[src/rtl/w4a8_dot_accumulator.sv]
// K-dimension accumulator behind the W4A8 adder tree: tracks valid/last through the
// tree latency, saturating-accumulates tree sums, and buffers results with credit flow.
module w4a8_dot_accumulator_chk #(
    parameter int OUT_DEPTH = 2
) (
    input logic clk,
    input logic rst,
    input logic push_i,
    input logic pop_i,
    input logic full_i
);
    a_no_overflow: assert property (@(posedge clk) disable iff (rst) !(push_i && full_i && !pop_i))
        else $error("output FIFO push while full without pop");
endmodule

module w4a8_dot_accumulator #(
    parameter int N         = 64,
    parameter int PROD_W    = 12,
    parameter int SUM_W     = PROD_W + $clog2(N),
    parameter int TREE_LAT  = $clog2(N) + 1,
    parameter int ACC_W     = 32,
    parameter int OUT_DEPTH = 2
) (
    input  logic                    clk,
    input  logic                    rst,
    input  logic                    in_valid,
    input  logic                    in_last,
    output logic                    in_ready,
    input  logic signed [SUM_W-1:0] sum_in,
    output logic                    out_valid,
    input  logic                    out_ready,
    output logic signed [ACC_W-1:0] out_data,
    output logic                    out_sat
);
    localparam int PTR_W = (OUT_DEPTH > 1) ? $clog2(OUT_DEPTH) : 1;
    localparam int CNT_W = $clog2(OUT_DEPTH + 1);
    localparam int CRD_W = $clog2(OUT_DEPTH + TREE_LAT + 1) + 1;
    localparam logic [ACC_W-1:0] ACC_MAX = {1'b0, {(ACC_W-1){1'b1}}};
    localparam logic [ACC_W-1:0] ACC_MIN = {1'b1, {(ACC_W-1){1'b0}}};

    logic [TREE_LAT-1:0] v_q, l_q;
    logic [ACC_W-1:0]    acc_q, acc_d;
    logic                sat_q, sat_d;
    logic [ACC_W-1:0]    mem_data_q [OUT_DEPTH];
    logic                mem_sat_q  [OUT_DEPTH];
    logic [PTR_W-1:0]    wr_ptr_q, rd_ptr_q;
    logic [CNT_W-1:0]    count_q;

    logic                accept_s, tail_v_s, tail_l_s, push_s, pop_s, full_s, clamp_now_s;
    logic [ACC_W:0]      sum_ext_s, nxt_s;
    logic [ACC_W-1:0]    clamped_s;

    function automatic logic [CRD_W-1:0] popcount(input logic [TREE_LAT-1:0] bits);
        logic [CRD_W-1:0] n;
        n = '0;
        for (int i = 0; i < TREE_LAT; i++) begin
            n = n + CRD_W'(bits[i]);
        end
        return n;
    endfunction

    function automatic logic [PTR_W-1:0] ptr_inc(input logic [PTR_W-1:0] p);
        if (p == PTR_W'(OUT_DEPTH - 1)) begin
            return '0;
        end else begin
            return p + PTR_W'(1);
        end
    endfunction

    // Each in-flight last reserves a FIFO slot so the free-running tree never overruns it.
    assign in_ready  = (CRD_W'(count_q) + popcount(l_q)) < CRD_W'(OUT_DEPTH);
    assign accept_s  = in_valid && in_ready;
    assign tail_v_s  = v_q[TREE_LAT-1];
    assign tail_l_s  = l_q[TREE_LAT-1];
    assign push_s    = tail_v_s && tail_l_s;
    assign out_valid = (count_q != '0);
    assign pop_s     = out_valid && out_ready;
    assign full_s    = (count_q == CNT_W'(OUT_DEPTH));
    assign out_data  = mem_data_q[rd_ptr_q];
    assign out_sat   = mem_sat_q[rd_ptr_q];

    // Saturating accumulate of the aligned tree sum and next accumulator state.
    always_comb begin
        sum_ext_s   = {{(ACC_W+1-SUM_W){sum_in[SUM_W-1]}}, sum_in};
        nxt_s       = {acc_q[ACC_W-1], acc_q} + sum_ext_s;
        clamp_now_s = nxt_s[ACC_W] ^ nxt_s[ACC_W-1];
        if (!clamp_now_s) begin
            clamped_s = nxt_s[ACC_W-1:0];
        end else if (nxt_s[ACC_W]) begin
            clamped_s = ACC_MIN;
        end else begin
            clamped_s = ACC_MAX;
        end
        acc_d = acc_q;
        sat_d = sat_q;
        if (tail_v_s) begin
            if (tail_l_s) begin
                acc_d = '0;
                sat_d = 1'b0;
            end else begin
                acc_d = clamped_s;
                sat_d = sat_q | clamp_now_s;
            end
        end else begin
            acc_d = acc_q;
            sat_d = sat_q;
        end
    end

    // Tracking pipeline, accumulator and output FIFO state.
    always_ff @(posedge clk) begin
        if (rst) begin
            v_q      <= '0;
            l_q      <= '0;
            acc_q    <= '0;
            sat_q    <= 1'b0;
            wr_ptr_q <= '0;
            rd_ptr_q <= '0;
            count_q  <= '0;
            for (int i = 0; i < OUT_DEPTH; i++) begin
                mem_data_q[i] <= '0;
                mem_sat_q[i]  <= 1'b0;
            end
        end else begin
            v_q   <= (v_q << 1) | TREE_LAT'(accept_s);
            l_q   <= (l_q << 1) | TREE_LAT'(accept_s && in_last);
            acc_q <= acc_d;
            sat_q <= sat_d;
            if (push_s) begin
                mem_data_q[wr_ptr_q] <= clamped_s;
                mem_sat_q[wr_ptr_q]  <= sat_q | clamp_now_s;
                wr_ptr_q             <= ptr_inc(wr_ptr_q);
            end
            if (pop_s) begin
                rd_ptr_q <= ptr_inc(rd_ptr_q);
            end
            case ({push_s, pop_s})
                2'b10:   count_q <= count_q + CNT_W'(1);
                2'b01:   count_q <= count_q - CNT_W'(1);
                default: count_q <= count_q;
            endcase
        end
    end

    w4a8_dot_accumulator_chk #(.OUT_DEPTH(OUT_DEPTH)) u_chk (
        .clk    (clk),
        .rst    (rst),
        .push_i (push_s),
        .pop_i  (pop_s),
        .full_i (full_s)
    );
endmodule

[config.mk]
export PLATFORM = sky130hd
export DESIGN_NAME = w4a8_dot_accumulator
export DESIGN_NICKNAME = d
export VERILOG_FILES = /design/src/rtl/w4a8_dot_accumulator.sv
export SDC_FILE = /design/constraint.sdc
export NUM_CORES = 1
export LEC_CHECK = 0
export ABC_AREA = 1
export BUFFER_PORTS_ARGS = -buffer_cell sky130_fd_sc_hd__buf_2
export CAP_MARGIN = 20
export CORE_ASPECT_RATIO = 1.75
export CORE_MARGIN = 2
export CORE_UTILIZATION = 40
export DETAILED_ROUTE_END_ITERATION = 16
export PLACE_DENSITY = 0.61
export SETUP_SLACK_MARGIN = 0.2
export SLEW_MARGIN = 20
export SYNTH_ARGS = -nofsm -noshare
export SYNTH_HDL_FRONTEND = slang
export SYNTH_SLANG_ARGS = --single-unit
[constraint.sdc]
create_clock -name clk -period 4.05 [get_ports clk]
set_input_delay 0.405 -clock clk [delete_from_list [all_inputs] [get_ports clk]]
set_output_delay 0.405 -clock clk [all_outputs]
set_load 0.01 [all_outputs]
# After elaboration in Yosys (flattened, before gate mapping)
# Memory sizes are Yosys's and may differ from the RTL's. A register that Yosys moved wholly into a read port is not among the register bits.
# Index checks and enable logic that the tools add are counted.
[totals]
ff_bits = 51
mem_bits_rw = 66
input_bits = 23
word_cells = 58
mem_count = 2
[classes]
n_addsub = 12
magnitude_cmp = 1
eq_ne = 2
mux = 22
bitwise_logic = 4
reduce_logical = 8
[mem_list]
columns = ["memory", "words", "width", "read_ports", "rd_ports_with_merged_regs", "write_ports", "line_no", "rtl"]
rows = [
  ["mem_data_q", 2, 32, 1, 1, 2, "44", "logic [ACC_W-1:0] mem_data_q [OUT_DEPTH];"],
  ["mem_sat_q", 2, 1, 1, 1, 2, "45", "logic mem_sat_q [OUT_DEPTH];"],
]
[op_table]
columns = ["op", "count"]
rows = [
  ["$mux 32", 4],
  ["$add 32x18->33", 1],
  ["$reduce_or 32->1", 1],
  ["$mux 1", 17],
  ["$or 7x1->7", 2],
  ["$add 5x1->5", 2],
  ["$add 2x5->5", 1],
  ["$add 4x1->5", 1],
  ["$lt 5x2->1 const B", 1],
  ["$add 3x1->4", 1],
  ["$logic_and 1x1->1", 4],
  ["$pmux 2 s2", 1],
  ["$reduce_bool 2->1", 2],
  ["$add 2x1->3", 1],
  ["$add 1x1->1 const B", 2],
  ["$add 1x1->2", 1],
  ["$add 2x1->2 const B", 1],
  ["$eq 2x1->1 const B", 1],
  ["$eq 2x2->1 const B", 1],
  ["$sub 2x1->2 const B", 1],
  ["$or 1x1->1", 1],
  ["$reduce_or 1->1", 1],
  ["$xor 1x1->1", 1],
]

# Longest topological paths before layout
[logic_depth]
depth_word = 11
ltp_mapped = 19
ltp_nobuf = 18

# Worst setup path before layout
# No wires, ideal clock.
[synth_path]
path_type = "register to output"
start = "register l_q[0]"
end = "output port in_ready"
arrival_ns = 3.117
t_required_ns = 3.645
slack_ns = 0.528
path_stages_with_launch = 10
path_buffers = 0
path_cell_list = "dfxtp_1 -> fa_1 -> inv_1 -> fa_1 -> fa_1 -> nor2_1 -> fa_1 -> inv_1 -> a211o_1 -> a2111oi_0"
[synth_via]
elab_chain_cells = 8
[synth_rtl]
columns = ["item", "line_no", "rtl"]
rows = [
  ["start, declared", "41", "logic [TREE_LAT-1:0] v_q, l_q;"],
  ["start signal, assigned", "126", "l_q <= (l_q << 1) | TREE_LAT'(accept_s && in_last);"],
  ["$add 1x1->2", "57", "n = n + CRD_W'(bits[i]);"],
  ["$add 2x1->3", "57", ""],
  ["$add 3x1->4", "57", ""],
  ["$add 4x1->5", "57", ""],
  ["$add 5x1->5 (2 in a row)", "57", ""],
  ["$add 2x5->5", "71", "assign in_ready = (CRD_W'(count_q) + popcount(l_q)) < CRD_W'(OUT_DEPTH);"],
  ["$lt 5x2->1", "71", ""],
  ["end, declared", "28", "output logic in_ready,"],
]
# Every way passes these cells.

# Final worst setup path
# Ends and elaborated chain as after synthesis.

==> impl_metrics.csv <==
group,metric,value,unit
min_path,hold_depth,3,
critical_path,crit_path_start_kind,"register",
power_and_ir_drop,internal-power,2.26,mW
power_and_ir_drop,leakage,4.10,nW
drt,drtIter0Drc,262,
logic_synthesis,yosysTopAreaCell,"edfxtp_1",
drt,wire_per_inst,14.3,microns
timing,hold_viol_final,0,
logic_synthesis,yosys_warnings,0,
critical_path,worstReg2RegEnd,"l_q[0]",
logic_synthesis,syn-cell-area,7390,sq um
final_layout,fin_area,8490,sq um
drt,viasPerCell,4.77,
min_path,hold_start,"in_last",
logic_synthesis,synth_area_per_cell,7.87,sq um
logic_synthesis,ys_seq_area_share,40.9,%
min_path,min_delay_worst_endpoint,"l_q[0]",
timing,slew_headroom,59.8,%
final_layout,synthToLayoutAreaGrowth,14.8,%
clock_tree,cts.path.max_buffers,2,
min_path,hp-class,"input port to register",
global_routing,grt_pass1_wl,29400,microns
final_layout,layout.nets,1062,
final_layout,drive_gt1_share,22.4,%
clock_tree,clk_latency,0.41,ns
logic_synthesis,ys_top_cells_by_area,"edfxtp_1 (27%), dfxtp_1 (14%), nand2_1 (13%), nor2_1 (6.5%), ha_1 (6.3%)",
drt,via_count,5932,
power_and_ir_drop,p_seq_share,42.9,%
critical_path,worst_ep_required_time,3.64,ns
drt,drc,0,
clock_tree,clock_sinks,118,
logic_synthesis,synth.distinct_cells,40,
global_routing,grt_start_max_net_pins,45,
power_and_ir_drop,sw_frac_of_total,24.9,%
timing,rsz0062_at_grt,"yes",
clock_tree,cts_made_buffers,17,
power_and_ir_drop,powerDensity,355,nW/um^2
timing,worst_pin_slew,0.603,ns
logic_synthesis,ys_seq_elements,118,
floorplan,core,18100,sq um
timing,min_period_over_period,92.9,%
logic_synthesis,synth_top_area_share,26.8,%
global_routing,grt_remaining_overflow,0,
timing,fin_tns_setup,0,ns
timing,setup_viol_count_final,0,
floorplan,die_h,184,microns
clock_tree,hold_buffers,0,
placement,io_buffers,57,
floorplan,start_util,40.9,%
drt,routed_wl,17800,microns
timing,period_needed,3.76,ns
logic_synthesis,syn_nets,1005,
clock_tree,cts.root.buffer_cell,"clkbuf_16",
timing,finalMaxSlewViolations,0,
logic_synthesis,syn_inst,939,
global_routing,grt_pass1_vias,6081,
placement,place_inst,1211,
power_and_ir_drop,vdd_ir_drop_max,222,uV
timing,fmax,266,MHz
critical_path,setup.worst_path.class,"register to output port",
logic_synthesis,ys.flop_type,"edfxtp_1",
drt,drt_pass1_iterations,5,
timing,worst_hold_slack,0.204,ns
final_layout,ff_latch_area,3020,sq um
clock_tree,htreeDepth,4,
power_and_ir_drop,p_comb_share,8.5,%
critical_path,r2r_setup_slack,0.98,ns
floorplan,dieArea,19600,sq um
final_layout,multi_input_area,3780,sq um
floorplan,die_width,107,microns
final_layout,n_antenna_cell,0,
global_routing,grtUsageTotal,19.3,%
final_layout,fin_util,47.0,%
job,maxCapViolCount,0,
critical_path,r2r_cells,10,
power_and_ir_drop,switchingPower,0.749,mW
floorplan,num_io_pins,58,
floorplan,rows,65,
clock_tree,cts_tree,"built",
critical_path,cp-end-kind,"output port",
critical_path,crit-reg2reg-launch,"l_q[0]",
final_layout,fillers,1848,
global_routing,antenna_found_initial,0,
critical_path,arrival,3.36,ns
power_and_ir_drop,pwr-share-clk,48.6,%
placement,dpl_cell_area,7880,sq um
critical_path,cp_max_fo,2,
outcome,outcome,"finished clean",
logic_synthesis,async_flop_share,0,%
drt,final_antenna_net_count,0,
timing,finClkSkew,0.00784,ns
logic_synthesis,synth_edf_count,66,
placement,dp_hpwl,13300,microns
clock_tree,clk_pin_slew,0.06,ns
placement,place_congestion,0.940,
final_layout,final_cells,1243,
## kinds of logic (layout without fill, tap and decap cells)
kind of cell | count (synthesis) | count (layout) | share of synthesized area (%)
and+or+nand+nor | 481 | 481 | 27.8
buffers and inverters | 151 | 221 | 8.36
DFF | 118 | 118 | 40.9
AOI/OAI and AO/OA | 95 | 95 | 7.95
adders and majority gates | 43 | 43 | 7.89
muxes | 33 | 33 | 5.03
xor gates and xnor gates | 18 | 18 | 2.13
## per-layer routing
layer | vias to the layer above | routed length (microns) | track usage (%) | share of wire (%)
met4 | 0 | 506 | 9.19 | 2.8
met2 | 116 | 9500 | 35.6 | 53
met5 | - | 0 | 0 | 0
met3 | 28 | 550 | 2.91 | 3.1
met1 | 2703 | 7230 | 21.2 | 41
li1 | 3085 | - | - | -
## layout make-up
| type | instances | area share (%) |
|---|---|---|
| repair buffers | 65 | 4.07 |
| clock inverters | 11 | 0.987 |
| clock buffers | 21 | 5.92 |
| inverters | 124 | 5.48 |
| multi-input cells | 670 | 44.5 |
| flip-flops and latches | 118 | 35.6 |
| well taps | 234 | 3.45 |
## registers in the layout, indices dropped and copies added, names as in the netlist, named ones only
| register | cells |
|---|---|
| mem_sat_q | 2 |
| acc_q | 32 |
| mem_data_q | 64 |
| sat_q | 1 |
| rd_ptr_q | 1 |
| wr_ptr_q | 1 |
| count_q | 2 |
| v_q | 7 |
| l_q | 7 |
## worst max-delay path, cell delays in order, from the launching register on
cell and delay (ns):
dfxtp_1 0.32, fa_1 0.53, inv_1 0.05, fa_1 0.34, inv_1 0.10, fa_1 0.47
ha_1 0.32, a211o_1 0.33, a2111oi_4 0.30, buf_2 0.18
## worst max path at each step
stage                          end    from
final                     in_ready  l_q[0]
after global placement    in_ready  l_q[0]
after floorplan           in_ready  l_q[0]
after detailed placement  in_ready  l_q[0]
after CTS                 in_ready  l_q[0]
after global routing      in_ready  l_q[0]
## power groups by stage
stage	Sequential (mW)	Combinational (mW)	Clock, mW
2_1_floorplan	1.32	0.185	0
3_3_place_gp	1.32	0.256	0
3_5_place_dp	1.32	0.256	0
4_1_cts	1.29	0.258	1.50
5_1_grt	1.30	0.287	1.54
6_report	1.29	0.256	1.46
## Yosys cell counts (all sizes together), types with 9 or more instances
cell and number:
clkbuf 18, xor2 13, mux2 33, nand3 24, a21oi 71, buf 9
inv 123, nand2 310, ha 37, dfxtp 52, nor2 130, edfxtp 66
o21ai 16
## through the flow
step | power [mW] | setup slack (ns)
6_report | 3.01 | 0.288
5_1_grt | 3.12 | 0.0809
4_1_cts | 3.05 | 0.203
3_5_place_dp | 1.58 | 0.506
3_3_place_gp | 1.57 | 0.506
2_1_floorplan | 1.50 | 0.528
## cells in the final DEF (no fill, tap or decap), types with 3 or more instances in the layout
| master | n |
|---|---|
| ha_1 | 37 |
| clkinv_4 | 4 |
| nand2_2 | 50 |
| clkbuf_16 | 19 |
| inv_2 | 13 |
| nor3_1 | 5 |
| nand2_1 | 258 |
| nand3b_1 | 6 |
| o21ai_0 | 10 |
| a21oi_1 | 51 |
| dfxtp_1 | 52 |
| nand3_1 | 21 |
| nor2_1 | 126 |
| a21oi_2 | 20 |
| inv_1 | 110 |
| edfxtp_1 | 66 |
| nor2_2 | 3 |
| o21bai_1 | 6 |
| buf_2 | 57 |
| xor2_1 | 13 |
| o21ai_2 | 4 |
| fa_1 | 6 |
| inv_6 | 4 |
| xnor2_1 | 5 |
| mux2_2 | 33 |
| buf_4 | 8 |
## what timing repair did
item / 4_1_cts / 5_1_grt
endpoints found under the setup margin: 1 / 1
endpoints found under the hold margin: 0 / 0
setup buffers: 0 / 0
resized for setup: 2 / 2
No activity file was read; power rests on OpenSTA's default activity.
